[src/rtl/drive_sequencer.sv]
// Command-driven H-bridge maneuver sequencer: opcode-to-bridge mapping, coast dead-time, latched collision fault.
// Optional continuous-mode watchdog is built when DRIVE_SEQ_WATCHDOG_EN is defined.
module drive_sequencer #(
  parameter int CLK_HZ          = 50_000_000,
  parameter int TICK_HZ         = 1000,
  parameter int DEAD_TIME_TICKS = 20,
  parameter int WATCHDOG_TICKS  = 500
) (
  input  logic        clock,
  input  logic        resetN,
  input  logic        cmdValid,
  output logic        cmdReady,
  input  logic [2:0]  cmdOp,
  input  logic [11:0] cmdTicks,
  input  logic        collision,
  input  logic        clearFault,
  input  logic        pwmFull,
  input  logic        pwmVeer,
  output logic        hbEnA,
  output logic        hbEnB,
  output logic        hbIn1,
  output logic        hbIn2,
  output logic        hbIn3,
  output logic        hbIn4,
  output logic        busy,
  output logic        fault
);
  localparam int TICK_CYCLES = CLK_HZ / TICK_HZ;
  localparam int PW = $clog2(TICK_CYCLES);
  localparam logic [PW-1:0] PRESC_LAST = PW'(TICK_CYCLES - 1);
  localparam logic [11:0]   DEAD_LOAD  = 12'(DEAD_TIME_TICKS);

  localparam logic [1:0] S_IDLE  = 2'd0;
  localparam logic [1:0] S_RUN   = 2'd1;
  localparam logic [1:0] S_DEAD  = 2'd2;
  localparam logic [1:0] S_FAULT = 2'd3;

  localparam logic [1:0] DIR_NONE = 2'b00;
  localparam logic [1:0] DIR_FWD  = 2'b01;
  localparam logic [1:0] DIR_REV  = 2'b10;

  localparam logic [2:0] OP_VEER_L = 3'd3;
  localparam logic [2:0] OP_VEER_R = 3'd4;

  if (TICK_CYCLES < 2 || DEAD_TIME_TICKS < 1 || WATCHDOG_TICKS < 1) begin : g_param_check
    $error("drive_sequencer: invalid timing parameters");
  end

  // Returns {side A direction, side B direction}; STOP and the reserved opcode map to NONE.
  function automatic logic [3:0] op_dirs(input logic [2:0] op);
    case (op)
      3'd1:    op_dirs = {DIR_FWD, DIR_FWD};
      3'd2:    op_dirs = {DIR_REV, DIR_REV};
      3'd3:    op_dirs = {DIR_FWD, DIR_FWD};
      3'd4:    op_dirs = {DIR_FWD, DIR_FWD};
      3'd5:    op_dirs = {DIR_REV, DIR_FWD};
      3'd6:    op_dirs = {DIR_FWD, DIR_REV};
      default: op_dirs = {DIR_NONE, DIR_NONE};
    endcase
  endfunction

  logic [1:0]    r_state, w_state_nxt;
  logic [2:0]    r_op, r_pend_op, w_run_op;
  logic [11:0]   r_ticks, r_pend_ticks, w_run_ticks;
  logic          r_cont, r_pend_valid, w_set_pend;
  logic [1:0]    r_last_a, r_last_b;
  logic [PW-1:0] r_presc;
  logic          r_en_a, r_en_b;
  logic [1:0]    w_new_a, w_new_b, w_cur_a, w_cur_b, w_run_a, w_run_b;
  logic          w_accept, w_tick_end, w_cnt_done, w_go_run, w_go_dead;
  logic          w_new_stop, w_reverse, w_driving;

`ifdef DRIVE_SEQ_WATCHDOG_EN
  localparam int WW = $clog2(WATCHDOG_TICKS + 1);
  localparam logic [WW-1:0] WD_LOAD = WW'(WATCHDOG_TICKS);
  logic [WW-1:0] r_wd;
`endif

  assign {w_new_a, w_new_b} = op_dirs(cmdOp);
  assign {w_cur_a, w_cur_b} = op_dirs(r_op);
  assign {w_run_a, w_run_b} = op_dirs(w_run_op);

  assign cmdReady   = (r_state == S_IDLE) || (r_state == S_RUN && r_cont);
  assign w_accept   = cmdValid && cmdReady;
  assign w_new_stop = (w_new_a == DIR_NONE);
  // FWD and REV are one-hot, so OR-ing new and last direction gives 2'b11 only on a reversal.
  assign w_reverse  = ((w_new_a | r_last_a) == 2'b11) || ((w_new_b | r_last_b) == 2'b11);
  assign w_tick_end = (r_presc == PRESC_LAST);
  assign w_cnt_done = w_tick_end && (r_ticks == 12'd1);

  always_comb begin
    // NOTE: every signal driven here gets a default first, so no latch is inferred.
    w_state_nxt = r_state;
    w_go_run    = 1'b0;
    w_go_dead   = 1'b0;
    w_set_pend  = 1'b0;
    w_run_op    = cmdOp;
    w_run_ticks = cmdTicks;
    if (collision && r_state != S_FAULT) begin
      w_state_nxt = S_FAULT;
    end else begin
      case (r_state)
        S_IDLE: w_go_run = w_accept && !w_new_stop;
        S_RUN: begin
          if (w_accept) begin
            w_go_dead  = w_new_stop || w_reverse;
            w_set_pend = !w_new_stop && w_reverse;
            w_go_run   = !w_new_stop && !w_reverse;
          end else if (r_cont) begin
`ifdef DRIVE_SEQ_WATCHDOG_EN
            w_go_dead = w_tick_end && (r_wd == WW'(1));
`endif
          end else begin
            w_go_dead = w_cnt_done;
          end
        end
        S_DEAD: begin
          if (w_cnt_done) begin
            if (r_pend_valid) begin
              w_go_run    = 1'b1;
              w_run_op    = r_pend_op;
              w_run_ticks = r_pend_ticks;
            end else begin
              w_state_nxt = S_IDLE;
            end
          end
        end
        default: w_go_dead = clearFault && !collision;
      endcase
      if (w_go_run)  w_state_nxt = S_RUN;
      if (w_go_dead) w_state_nxt = S_DEAD;
    end
  end

  always_ff @(posedge clock) begin
    if (!resetN) begin
      r_state      <= S_IDLE;
      r_op         <= '0;
      r_cont       <= 1'b0;
      r_ticks      <= '0;
      r_presc      <= '0;
      r_pend_valid <= 1'b0;
      r_pend_op    <= '0;
      r_pend_ticks <= '0;
      r_last_a     <= DIR_NONE;
      r_last_b     <= DIR_NONE;
      r_en_a       <= 1'b0;
      r_en_b       <= 1'b0;
`ifdef DRIVE_SEQ_WATCHDOG_EN
      r_wd         <= '0;
`endif
    end else begin
      r_state <= w_state_nxt;
      // NOTE: non-blocking assignments; a later assignment to the same register in this block wins.
      if (r_state == S_RUN || r_state == S_DEAD) begin
        r_presc <= w_tick_end ? '0 : r_presc + 1'b1;
        if (w_tick_end && r_ticks != 12'd0) r_ticks <= r_ticks - 1'b1;
`ifdef DRIVE_SEQ_WATCHDOG_EN
        if (w_tick_end && r_wd != '0) r_wd <= r_wd - 1'b1;
`endif
      end else begin
        r_presc <= '0;
      end
      if (r_state == S_DEAD && w_cnt_done) begin
        r_last_a <= DIR_NONE;
        r_last_b <= DIR_NONE;
      end
      if (w_go_dead) begin
        r_presc      <= '0;
        r_ticks      <= DEAD_LOAD;
        r_pend_valid <= w_set_pend;
        r_pend_op    <= cmdOp;
        r_pend_ticks <= cmdTicks;
      end
      if (w_go_run) begin
        r_presc      <= '0;
        r_op         <= w_run_op;
        r_ticks      <= w_run_ticks;
        r_cont       <= (w_run_ticks == 12'd0);
        r_last_a     <= w_run_a;
        r_last_b     <= w_run_b;
        r_pend_valid <= 1'b0;
`ifdef DRIVE_SEQ_WATCHDOG_EN
        r_wd         <= WD_LOAD;
`endif
      end
      if (w_state_nxt == S_FAULT) r_pend_valid <= 1'b0;
      // Enables follow the side that was driving and drop the moment RUN is left.
      r_en_a <= w_driving && (w_state_nxt == S_RUN) && (w_cur_a != DIR_NONE) &&
                ((r_op == OP_VEER_L) ? pwmVeer : pwmFull);
      r_en_b <= w_driving && (w_state_nxt == S_RUN) && (w_cur_b != DIR_NONE) &&
                ((r_op == OP_VEER_R) ? pwmVeer : pwmFull);
    end
  end

  assign w_driving = (r_state == S_RUN);
  assign {hbIn1, hbIn2} = w_driving ? w_cur_a : 2'b00;
  assign {hbIn3, hbIn4} = w_driving ? {w_cur_b[0], w_cur_b[1]} : 2'b00;
  assign hbEnA = r_en_a;
  assign hbEnB = r_en_b;
  assign busy  = (r_state != S_IDLE);
  assign fault = (r_state == S_FAULT);

endmodule

[config.mk]
export PLATFORM = sky130hd
export DESIGN_NAME = drive_sequencer
export DESIGN_NICKNAME = d
export VERILOG_FILES = /design/src/rtl/drive_sequencer.sv
export SDC_FILE = /design/constraint.sdc
export NUM_CORES = 1
export LEC_CHECK = 0
export ABC_AREA = 1
export BUFFER_PORTS_ARGS = -buffer_cell sky130_fd_sc_hd__buf_2
export CAP_MARGIN = 20
export CORE_MARGIN = 2
export CORE_UTILIZATION = 64
export DETAILED_ROUTE_END_ITERATION = 10
export GPL_TIMING_DRIVEN = 0
export PLACE_DENSITY_LB_ADDON = 0.2
export SLEW_MARGIN = 20
export SYNTH_ARGS = -nofsm -noshare
export SYNTH_HDL_FRONTEND = slang
export SYNTH_SLANG_ARGS = --single-unit
[constraint.sdc]
create_clock -name clock -period 3.05 [get_ports clock]
set_clock_uncertainty 0.2 [all_clocks]
set_input_delay 0.1525 -clock clock [delete_from_list [all_inputs] [get_ports clock]]
set_output_delay 0.1525 -clock clock [all_outputs]
set_load 0.02 [all_outputs]
==> run metrics <==
final setup fails 0; drt first-iter violations 231; Top FF cell, synth sky130_fd_sc_hd__dfxtp_1; Post-synth ARST share 0%; Die Span Y 77.9 µm; clock buffers created by TritonCTS 5; required time reported for the critical path endpoint 3.12 ns; first-pass GRT wire length 14.0 mm; remaining design rule violation count 0; synthesis-to-finish area growth 13.3%; slew at the pin closest to its max-slew limit 0.459 ns; number of inserted diodes 0; instance count of the mapped netlist 537; Total Power 0.00158 W; total die area 6070 µm²; class of the tightest hold or removal check in -> reg; total wire length 8.00 mm; number of global-route vias before repair 3,270; Critical Path Source Type register; share of final-layout standard cells stronger than drive strength 1 13.4%; average size of a mapped cell 6.51 µm²; Crit Path Category reg -> reg; Sink Count 56; DP Wirelength 5.88 mm; placeable core region 5200 µm²; final worst hold slack -0.000393 ns; launch point of the worst hold path pwmVeer; flop and latch count out of synthesis 56; depth of the CTS H-tree 2; Post-DRT Antenna Nets 0; number of antenna violations at the first check in global routing 0; arrival time at the worst endpoint 2.43 ns; FP Rows 26; number of gates given a new drive strength after cts 0; clock latency at the later pin of the worst-skew pair 0.32 ns; final standard cell utilization of the core 76.1%; capturing point of the worst reg2reg path r_cont$_SDFFE_PN0P_; startpoint of the lowest-slack register-to-register path r_state[0]$_SDFF_PN0_; weighted congestion at the end of routability-driven global placement 0.925; global route overflow 0; overall global routing resource usage 27.8%; number of warning messages in the yosys log 0; worst-case register-to-register setup slack 0.69 ns; Buffers on Ports 29; largest family of logic cells by synthesized area simple AND/OR/NAND/NOR gates; part of the cycle the worst path needs 77.4%; top-area cell type share of the netlist area 32.1%; outcome complete, but fails checks; Max Clock Freq 423 MHz; standby leakage power 1.78 nW; Seq/Total Area, Yosys 32.1%; Routed wire per std cell 12.2 µm; post-synthesis simple-gate area fraction 39.2%; setup tns final 0 ns; Power per Cell Area 399 nW/µm²; Longest Clk Path Bufs 2; Netlist Area Pre-Place 3500 µm²; nature of the critical path endpoint register; count of pins over their slew limit 0; number of nets in the synthesized netlist 566; Final Hold Fails 1; maximum number of pins on one net before global-route repair 17; multiplexer share of the synthesized area 0%; post-layout worst setup margin 0.688 ns; RSZ-0062 raised after global routing false; Post-Synth Adder-Cell Area 2.50%; Ports 31; clock tree from TritonCTS built; initial core utilization 67.2%; post-synthesis share of cell area spent on xor and xnor gates 5.26%; count of nets after finishing 616; vias per cell 5.24; maximum vdd ir drop 0.000312 V; number of cells traversed by the worst register-to-register path 11; hold depth 3; Compound-Gate Fraction of Synth Area 10.2%; crit path launch r_state[0]$_SDFF_PN0_; remaining max-slew budget at the tightest pin 69.4%; Worst Hold Path EP hbEnA$_SDFF_PN0_; largest cells by area after synthesis sky130_fd_sc_hd__dfxtp_1 32%, sky130_fd_sc_hd__nand2_1 13%, sky130_fd_sc_hd__nor2_1 12%, sky130_fd_sc_hd__nand3_1 6.9%, sky130_fd_sc_hd__inv_1 6.1%; worst slack at placement 0.702 ns; root buffer cell sky130_fd_sc_hd__clkbuf_8; vias after detailed routing 3,445; CTS clk-pin slew, worst paths 0.10 ns; biggest fanout along the worst timing path 10; post-route minimum period 2.36 ns; number of flops mapped to enable cells by yosys 0; most area-hungry cell type in the Yosys netlist sky130_fd_sc_hd__dfxtp_1; horizontal die dimension 77.9 µm; count of hold buffers inserted by post-cts repair 14; number of max-cap violations 0; number of distinct standard cells referenced by the synthesized netlist 40; Post-CTS Setup Inserts 0; failing checks negative hold slack; detailed-routing iteration count for the pre-antenna-repair pass 4; FILL cells 430
==> flip-flops by register name (all words and copies together), names as in the netlist <==
signal / count
hbEnA: 1
r_pend_valid: 1
r_cont: 1
r_state: 2
hbEnB: 1
r_pend_op: 3
r_ticks: 12
r_op: 3
r_last_a: 2
r_last_b: 2
r_presc: 16
r_pend_ticks: 12
==> area by class of cell <==
cell class / count / area [µm²] / share of cell area (%)
clock inverters: 2 / 10.0 / 0.253
well taps: 70 / 87.6 / 2.21
repair buffers: 43 / 285 / 7.20
inverters: 65 / 258 / 6.50
flip-flops and latches: 56 / 1120 / 28.3
clock buffers: 6 / 82.6 / 2.08
plain buffers: 14 / 119 / 3.00
multi-input cells: 402 / 2000 / 50.5
==> stage by stage <==
| step | instance area (µm²) | std cells | hold slack (ns) |
|---|---|---|---|
| 3_5_place_dp | 3730 | 636 | 0.227 |
| 5_1_grt | 3960 | 658 | 0.0198 |
| 2_1_floorplan | 3500 | 537 | 0.0914 |
| 3_3_place_gp | 3730 | 636 | 0.217 |
| 6_report | 3960 | 658 | -0.000393 |
| 4_1_cts | 3960 | 658 | 0.00237 |
==> layout by cell type, fill, tap and decap left out, types with 7 or more instances in the layout <==
cell type / instances
sky130_fd_sc_hd__nor2_2: 8
sky130_fd_sc_hd__nand3_1: 48
sky130_fd_sc_hd__inv_1: 57
sky130_fd_sc_hd__o21ai_0: 33
sky130_fd_sc_hd__buf_2: 29
sky130_fd_sc_hd__dlygate4sd3_1: 14
sky130_fd_sc_hd__dfxtp_1: 56
sky130_fd_sc_hd__a21oi_1: 11
sky130_fd_sc_hd__nor3_1: 8
sky130_fd_sc_hd__nand2_1: 117
sky130_fd_sc_hd__ha_1: 7
sky130_fd_sc_hd__nor2_1: 113
sky130_fd_sc_hd__xor2_1: 17
==> worst max-delay path by stage <==
stage,end,depth (start not counted)
6_report,r_cont$_SDFFE_PN0P_,11
5_1_grt,r_ticks[5]$_SDFFE_PN0P_,14
4_1_cts,r_presc[4]$_SDFF_PP0_,14
3_3_place_gp,r_cont$_SDFFE_PN0P_,15
3_5_place_dp,r_presc[4]$_SDFF_PP0_,14
2_1_floorplan,r_ticks[5]$_SDFFE_PN0P_,14
==> power by group <==
group          switching, W  total [W]  internal, W
clock              0.000245   0.000427     0.000182
combinational      0.000227   0.000365     0.000137
sequential        0.0000267   0.000788     0.000762
total              0.000499    0.00158      0.00108
==> per-layer routing <==
metal / vias to the layer above / track usage (%) / routed length (µm)
met5: - / 0 / 0
met4: 0 / 6.84 / 85
met3: 10 / 3.84 / 397
met2: 95 / 49.7 / 3870
met1: 1538 / 35.3 / 3650
li1: 1802 / - / -
==> logic make-up after synthesis <==
group	count (synthesis)
XOR/XNOR	21
AO/OA/AOI/OAI	62
buffers and inverters	79
flip-flops	56
AND/OR/NAND/NOR	312
adder cells (fa/ha/maj)	7
==> cell usage after synthesis, types with 2 or more instances <==
cell	instances
sky130_fd_sc_hd__o211ai_1	2
sky130_fd_sc_hd__o21ai_0	33
sky130_fd_sc_hd__inv_2	5
sky130_fd_sc_hd__xor2_1	17
sky130_fd_sc_hd__clkbuf_1	4
sky130_fd_sc_hd__nand4_1	3
sky130_fd_sc_hd__a21oi_1	11
sky130_fd_sc_hd__dfxtp_1	56
sky130_fd_sc_hd__o22ai_1	3
sky130_fd_sc_hd__nand2_2	3
sky130_fd_sc_hd__nor2_2	8
sky130_fd_sc_hd__nor2_1	113
sky130_fd_sc_hd__xnor2_1	4
sky130_fd_sc_hd__nand2_1	117
sky130_fd_sc_hd__buf_6	5
sky130_fd_sc_hd__o21ai_1	6
sky130_fd_sc_hd__buf_4	3
sky130_fd_sc_hd__ha_1	7
sky130_fd_sc_hd__inv_1	57
sky130_fd_sc_hd__nor3_1	8
sky130_fd_sc_hd__nand3_1	48
sky130_fd_sc_hd__nand3_2	6
==> worst max-delay path: stages (launching register included) <==
cell	delay (ns)
sky130_fd_sc_hd__dfxtp_1	0.35
sky130_fd_sc_hd__ha_1	0.25
sky130_fd_sc_hd__nor2_1	0.21
sky130_fd_sc_hd__clkinv_1	0.32
sky130_fd_sc_hd__clkbuf_1	0.32
sky130_fd_sc_hd__nand3_1	0.14
sky130_fd_sc_hd__nand2_1	0.10
sky130_fd_sc_hd__nor2_1	0.10
sky130_fd_sc_hd__nand2_1	0.07
sky130_fd_sc_hd__nor2_1	0.14
sky130_fd_sc_hd__nand2_1	0.08
sky130_fd_sc_hd__nand2_1	0.06
No activity file was read; power rests on OpenSTA's default activity.
